<file path="src/rtl/fft_io_sequencer.sv">
// Frame sequencer for the in-place radix-2 FFT: loads N samples bit-reversed into the
// shared RAM, hands the RAM to the address generator, then streams results in natural order.
module fft_io_sequencer #(
  parameter int N     = 8,
  parameter int LOG2N = 3,
  parameter int DW    = 32
) (
  input  logic             clk,
  input  logic             rst,
  input  logic             s_valid_i,
  output logic             s_ready_o,
  input  logic [DW-1:0]    s_data_i,
  output logic             m_valid_o,
  input  logic             m_ready_i,
  output logic [DW-1:0]    m_data_o,
  output logic             m_last_o,
  output logic             fft_start_o,
  input  logic             fft_done_i,
  output logic             ram_sel_o,
  output logic             ram_wr_en_o,
  output logic [LOG2N-1:0] ram_wr_addr_o,
  output logic [DW-1:0]    ram_wr_data_o,
  output logic             ram_rd_en_o,
  output logic [LOG2N-1:0] ram_rd_addr_o,
  input  logic [DW-1:0]    ram_rd_data_i,
  output logic             busy_o,
  output logic [1:0]       state_o
);

  // Both streams use valid/ready: a beat transfers on a rising edge where valid and
  // ready are both high; a source holds valid and its data stable until that edge.

  typedef enum logic [1:0] {
    LOAD    = 2'd0,
    START   = 2'd1,
    COMPUTE = 2'd2,
    UNLOAD  = 2'd3
  } state_t;

  localparam logic [LOG2N-1:0] LAST_BIN = LOG2N'(N - 1);
  localparam logic [LOG2N:0]   N_CNT    = (LOG2N + 1)'(N);

  state_t           state_q, state_d;
  logic [LOG2N-1:0] in_cnt_q, in_cnt_d;
  logic [LOG2N:0]   rd_cnt_q, rd_cnt_d;
  logic [LOG2N-1:0] out_cnt_q, out_cnt_d;
  logic             s_ready_q, s_ready_d;
  logic             fft_start_q, fft_start_d;
  logic             ram_sel_q, ram_sel_d;
  logic             busy_q, busy_d;
  logic             wr_en_q, wr_en_d;
  logic [LOG2N-1:0] wr_addr_q, wr_addr_d;
  logic [DW-1:0]    wr_data_q, wr_data_d;
  logic             inflight_q;

  logic [DW-1:0]    fifo_q [2];
  logic             fifo_wptr_q, fifo_rptr_q;
  logic [1:0]       fifo_cnt_q;

  logic             accept;
  logic             pop;
  logic             rd_issue;
  logic [2:0]       occ;

  function automatic logic [LOG2N-1:0] bitrev(input logic [LOG2N-1:0] a);
    logic [LOG2N-1:0] r;
    for (int i = 0; i < LOG2N; i++) r[i] = a[LOG2N-1-i];
    return r;
  endfunction

  assign accept = s_valid_i && s_ready_q && (state_q == LOAD);
  assign pop    = m_valid_o && m_ready_i;
  // Occupancy after this cycle's pop; a new read is allowed only if its data will fit.
  assign occ      = {1'b0, fifo_cnt_q} + {2'b00, inflight_q} - {2'b00, pop};
  assign rd_issue = (state_q == UNLOAD) && (rd_cnt_q < N_CNT) && (occ < 3'd2);

  always_comb begin
    state_d     = state_q;
    in_cnt_d    = in_cnt_q;
    rd_cnt_d    = rd_cnt_q;
    out_cnt_d   = out_cnt_q;
    fft_start_d = 1'b0;
    ram_sel_d   = ram_sel_q;
    busy_d      = busy_q;
    wr_en_d     = 1'b0;
    wr_addr_d   = wr_addr_q;
    wr_data_d   = wr_data_q;
    case (state_q)
      LOAD: begin
        if (accept) begin
          wr_en_d   = 1'b1;
          wr_addr_d = bitrev(in_cnt_q);
          wr_data_d = s_data_i;
          in_cnt_d  = in_cnt_q + 1'b1;
          busy_d    = 1'b1;
          if (in_cnt_q == LAST_BIN) state_d = START;
        end
      end
      START: begin
        fft_start_d = 1'b1;
        ram_sel_d   = 1'b1;
        state_d     = COMPUTE;
      end
      COMPUTE: begin
        // The cycle carrying fft_start is not yet a compute cycle for done detection.
        if (fft_done_i && !fft_start_q) begin
          ram_sel_d = 1'b0;
          rd_cnt_d  = '0;
          out_cnt_d = '0;
          state_d   = UNLOAD;
        end
      end
      UNLOAD: begin
        if (rd_issue) rd_cnt_d = rd_cnt_q + 1'b1;
        if (pop) begin
          out_cnt_d = out_cnt_q + 1'b1;
          if (out_cnt_q == LAST_BIN) begin
            state_d   = LOAD;
            in_cnt_d  = '0;
            rd_cnt_d  = '0;
            out_cnt_d = '0;
            busy_d    = 1'b0;
          end
        end
      end
      default: state_d = LOAD;
    endcase
    s_ready_d = (state_d == LOAD);
  end

  always_ff @(posedge clk or negedge rst) begin
    if (!rst) begin
      state_q     <= LOAD;
      in_cnt_q    <= '0;
      rd_cnt_q    <= '0;
      out_cnt_q   <= '0;
      s_ready_q   <= 1'b0;
      fft_start_q <= 1'b0;
      ram_sel_q   <= 1'b0;
      busy_q      <= 1'b0;
      wr_en_q     <= 1'b0;
      wr_addr_q   <= '0;
      wr_data_q   <= '0;
      inflight_q  <= 1'b0;
    end else begin
      state_q     <= state_d;
      in_cnt_q    <= in_cnt_d;
      rd_cnt_q    <= rd_cnt_d;
      out_cnt_q   <= out_cnt_d;
      s_ready_q   <= s_ready_d;
      fft_start_q <= fft_start_d;
      ram_sel_q   <= ram_sel_d;
      busy_q      <= busy_d;
      wr_en_q     <= wr_en_d;
      wr_addr_q   <= wr_addr_d;
      wr_data_q   <= wr_data_d;
      inflight_q  <= rd_issue;
    end
  end

  // Two-entry output buffer; read data lands one cycle after the read was issued.
  always_ff @(posedge clk or negedge rst) begin
    if (!rst) begin
      fifo_q[0]   <= '0;
      fifo_q[1]   <= '0;
      fifo_wptr_q <= 1'b0;
      fifo_rptr_q <= 1'b0;
      fifo_cnt_q  <= 2'd0;
    end else begin
      if (inflight_q) begin
        fifo_q[fifo_wptr_q] <= ram_rd_data_i;
        fifo_wptr_q         <= ~fifo_wptr_q;
      end
      if (pop) fifo_rptr_q <= ~fifo_rptr_q;
      case ({inflight_q, pop})
        2'b10:   fifo_cnt_q <= fifo_cnt_q + 2'd1;
        2'b01:   fifo_cnt_q <= fifo_cnt_q - 2'd1;
        default: fifo_cnt_q <= fifo_cnt_q;
      endcase
    end
  end

  assign s_ready_o     = s_ready_q;
  assign m_valid_o     = (fifo_cnt_q != 2'd0);
  assign m_data_o      = fifo_q[fifo_rptr_q];
  assign m_last_o      = m_valid_o && (out_cnt_q == LAST_BIN);
  assign fft_start_o   = fft_start_q;
  assign ram_sel_o     = ram_sel_q;
  assign ram_wr_en_o   = wr_en_q;
  assign ram_wr_addr_o = wr_addr_q;
  assign ram_wr_data_o = wr_data_q;
  assign ram_rd_en_o   = rd_issue;
  assign ram_rd_addr_o = rd_cnt_q[LOG2N-1:0];
  assign busy_o        = busy_q;
  assign state_o       = state_q;

endmodule

</file>
<file path="config.mk">
export PLATFORM = sky130hd
export DESIGN_NAME = fft_io_sequencer
export DESIGN_NICKNAME = d
export VERILOG_FILES = /design/src/rtl/fft_io_sequencer.sv
export SDC_FILE = /design/constraint.sdc
export NUM_CORES = 1
export LEC_CHECK = 0
export ABC_AREA = 0
export BUFFER_PORTS_ARGS = -buffer_cell sky130_fd_sc_hd__buf_2
export CAP_MARGIN = 15
export CORE_MARGIN = 2
export CORE_UTILIZATION = 25
export DETAILED_ROUTE_END_ITERATION = 7
export GPL_TIMING_DRIVEN = 0
export MAX_ROUTING_LAYER = met4
export SETUP_SLACK_MARGIN = 0.3
export SLEW_MARGIN = 15
export SYNTH_ARGS = -nofsm -noshare
export SYNTH_HDL_FRONTEND = slang
export SYNTH_SLANG_ARGS = --single-unit
export TNS_END_PERCENT = 5
</file>
<file path="constraint.sdc">
create_clock -name clk -period 5.2 [get_ports clk]
set_clock_uncertainty 0.15 [all_clocks]
set_input_delay 0.78 -clock clk [delete_from_list [all_inputs] [get_ports clk]]
set_output_delay 0.78 -clock clk [all_outputs]
set_load 0.05 [all_outputs]
</file>
==> impl_metrics.toml <==
[clock_network]
cts_post_setup_buffers_inserted = 0
clkTransAtPathRegs_ns = 0.06
cts_resized = 0
cts_max_path_buffers = 2
clock_latency_ns = 0.41
cts.sink_count = 121
hold_buffers = 0
cts_buffers = 17
cts_tree = "built"
htreeDepth = 4
cts_root_buf = "clkbuf_16"

[die]
pin_count = 149
die_x_um = 149.2
dieArea_sq_um = 22260
fp.coreArea_sq_um = 20820
start_util_pct = 25.31
die_h_um = 149.2
num_rows = 53

[placed_design]
place_inst = 762
pre_cts_ws_ns = 1.411
io_buffers = 148
dpl_cell_area_sq_um = 6389
hpwlAfterDp_um = 8476
routabilityCongestion = 0.7038

[global_route]
grt_pass1_vias = 3670
antenna_found_initial = 1
gr-usage-all-layers_pct = 11.45
grt_pass1_wl_um = 19040
overflow = 0
grt_max_degree = 70

[detailed_routing]
wl_per_cell_um = 14.71
drtIter0Drc = 83
vias_per_cell = 4.191
drt.antenna.violating_nets = 0
vias = 3332
drc = 0
drt-total-wl_um = 11690
dr.pass1.iters = 4

[pwr]
p_per_area_nw_per_um2 = 691.7
p_leak_nw = 3.442
ir_drop_v = 0.0002150

[timing]
fin_crit_sh_pct = 74.29
period_needed_ns = 3.863
hold_viol_final = 0
slew_headroom_pct = 54.97
rsz0062_at_grt = "no"
drv_slew = 0
fmax_mhz = 258.9
tns_ns = 0
setup_violations = 0
tightestPinTransition_ns = 0.6754
layout_setup_ws_ns = 1.337

[layout]
syn_to_final_growth_pct = 33.64
stdcell_area_sq_um = 7043
nNetsFinal = 581
drive_above_1_share_pct = 65.13
final_util_pct = 33.82
layoutNonFillerInstCount = 795

[worst_setup_path]
crit_required_ns = 4.27
path_common_cell = "buf_2"
crit_path_cell_trace = "buf_2 -> o21ai_1 -> mux2i_1 -> nand2_1 -> fa_1 -> xor2_1 -> nor4b_4 -> buf_2"
start_kind = "register"
critPathLaunch = "fifo_cnt_q[1]"
path_delay_family = "buffers and inverters"
crit_buf_inv = 2
critical-path-slowest-cell = "nor4b_4"
worstPathMaxFanout = 8
max_stage_delay_ns = 0.39
arrival_ns = 2.93
crit_path_end_kind = "output pin"
r2r_start = "fifo_cnt_q[1]"
critical_path_class = "register to output pin"

[status]
status = "finished, final reports clean"

[logic_synthesis]
syn-num-nets = 413
async_reset_ff_share_pct = 100.0
ys_ff_latch = 121
yosysSeqAreaShare_pct = 57.45
synthCells = 338
yosysWarnings = 0
synth-main-ff-cell = "dfrtp_1"
syn_area_per_cell_sq_um = 15.59
ys_types = 43
synth_edf_count = 0
synth_area_sq_um = 5270

[min_path]
hp-class = "input port to async pin"

[run]
cap_violations = 0
[placed cells by master (no fill, tap or decap), drive strengths merged, types with 2 or more instances in the layout]
cell,count
o21a,2
a21oi,5
mux2,134
a22o,4
o211ai,2
nor2b,2
o21ai,5
nand3,2
buf,168
dfrtp,121
clkbuf,29
bufinv,4
ha,5
nor2,5
nand2,5
xor2,3
and3,3
[cells in the mapped netlist (2+ instances only)]
master	number	area, sq um
dfrtp_1	121	3028
mux2_2	99	1115
mux2_4	34	510.5
buf_2	11	55.05
a21oi_1	5	25.02
buf_6	5	56.30
ha_1	5	62.56
nor2_1	5	18.77
nand2_1	4	15.01
a22o_1	3	26.28
buf_4	3	22.52
clkbuf_1	3	11.26
xor2_1	3	26.28
and3_1	2	12.51
nand3_1	2	10.01
nor2b_1	2	12.51
o211ai_1	2	15.01
o21a_1	2	15.01
o21ai_0	2	10.01
o21ai_1	2	10.01
[state kept, by name, indices dropped and copies added (netlist names)]
| register | count |
|---|---|
| fifo_q | 64 |
| fft_start_o | 1 |
| fifo_wptr_q | 1 |
| rd_cnt_q | 4 |
| inflight_q | 1 |
| fifo_cnt_q | 2 |
| ram_wr_data_o | 32 |
| in_cnt_q | 3 |
| ram_wr_en_o | 1 |
| ram_wr_addr_o | 3 |
| busy_o | 1 |
| state_o | 2 |
| out_cnt_q | 3 |
| fifo_rptr_q | 1 |
| s_ready_o | 1 |
| ram_sel_o | 1 |
[through the flow]
stage	hold WS [ns]	total power, W
CTS	0.2427	0.004952
detailed placement	0.3142	0.003634
finish	0.2297	0.004871
floorplan	0.3041	0.003143
global route	0.2662	0.005156
global placement	0.3120	0.003564
[report_power, final]
part | internal, W | total [W] | switching [W]
Sequential | 0.00126 | 0.00141 | 0.000151
Clock | 0.000879 | 0.00129 | 0.000410
Combinational | 0.000805 | 0.00218 | 0.00137
[cell type report]
type / count / area (sq um)
fillers: 2108 / 13780
flip-flops and latches: 121 / 3028
multi-input cells: 194 / 2093
repair buffers: 149 / 774.5
clock buffers: 26 / 519.2
well taps: 275 / 344.1
plain buffers: 22 / 145.1
clock inverters: 6 / 132.6
inverters: 1 / 3.754
diodes: 1 / 2.502
[path summary, 6_finish.rpt]
kind	endpoint	slack (ns)	cells after the start
setup / recovery	ram_rd_en_o	1.34	8
hold / removal	fifo_q[46]	0.23	1
setup reg to reg	rd_cnt_q[0]	2.37	9
hold reg to reg	ram_sel_o	0.33	1
max in group asynchronous	ram_wr_data_o[6]	3.98	2
min in group clk	ram_sel_o	0.33	1
[routing by layer]
metal,track usage (%),vias up,part of all wire (%)
met2,17.70,111,47
met3,4.526,19,6.9
li1,-,1553,-
met1,13.78,1649,44
met4,3.571,0,1.4
met5,-,-,0
[cell families after synthesis]
group	share of synthesized area, %
buf+inv	2.825
flops	57.45
compound gates	3.063
xor+xnor	0.6649
mux	31.24
fa+ha+maj	1.567
simple gates	3.182
No activity file was read; power rests on OpenSTA's default activity.
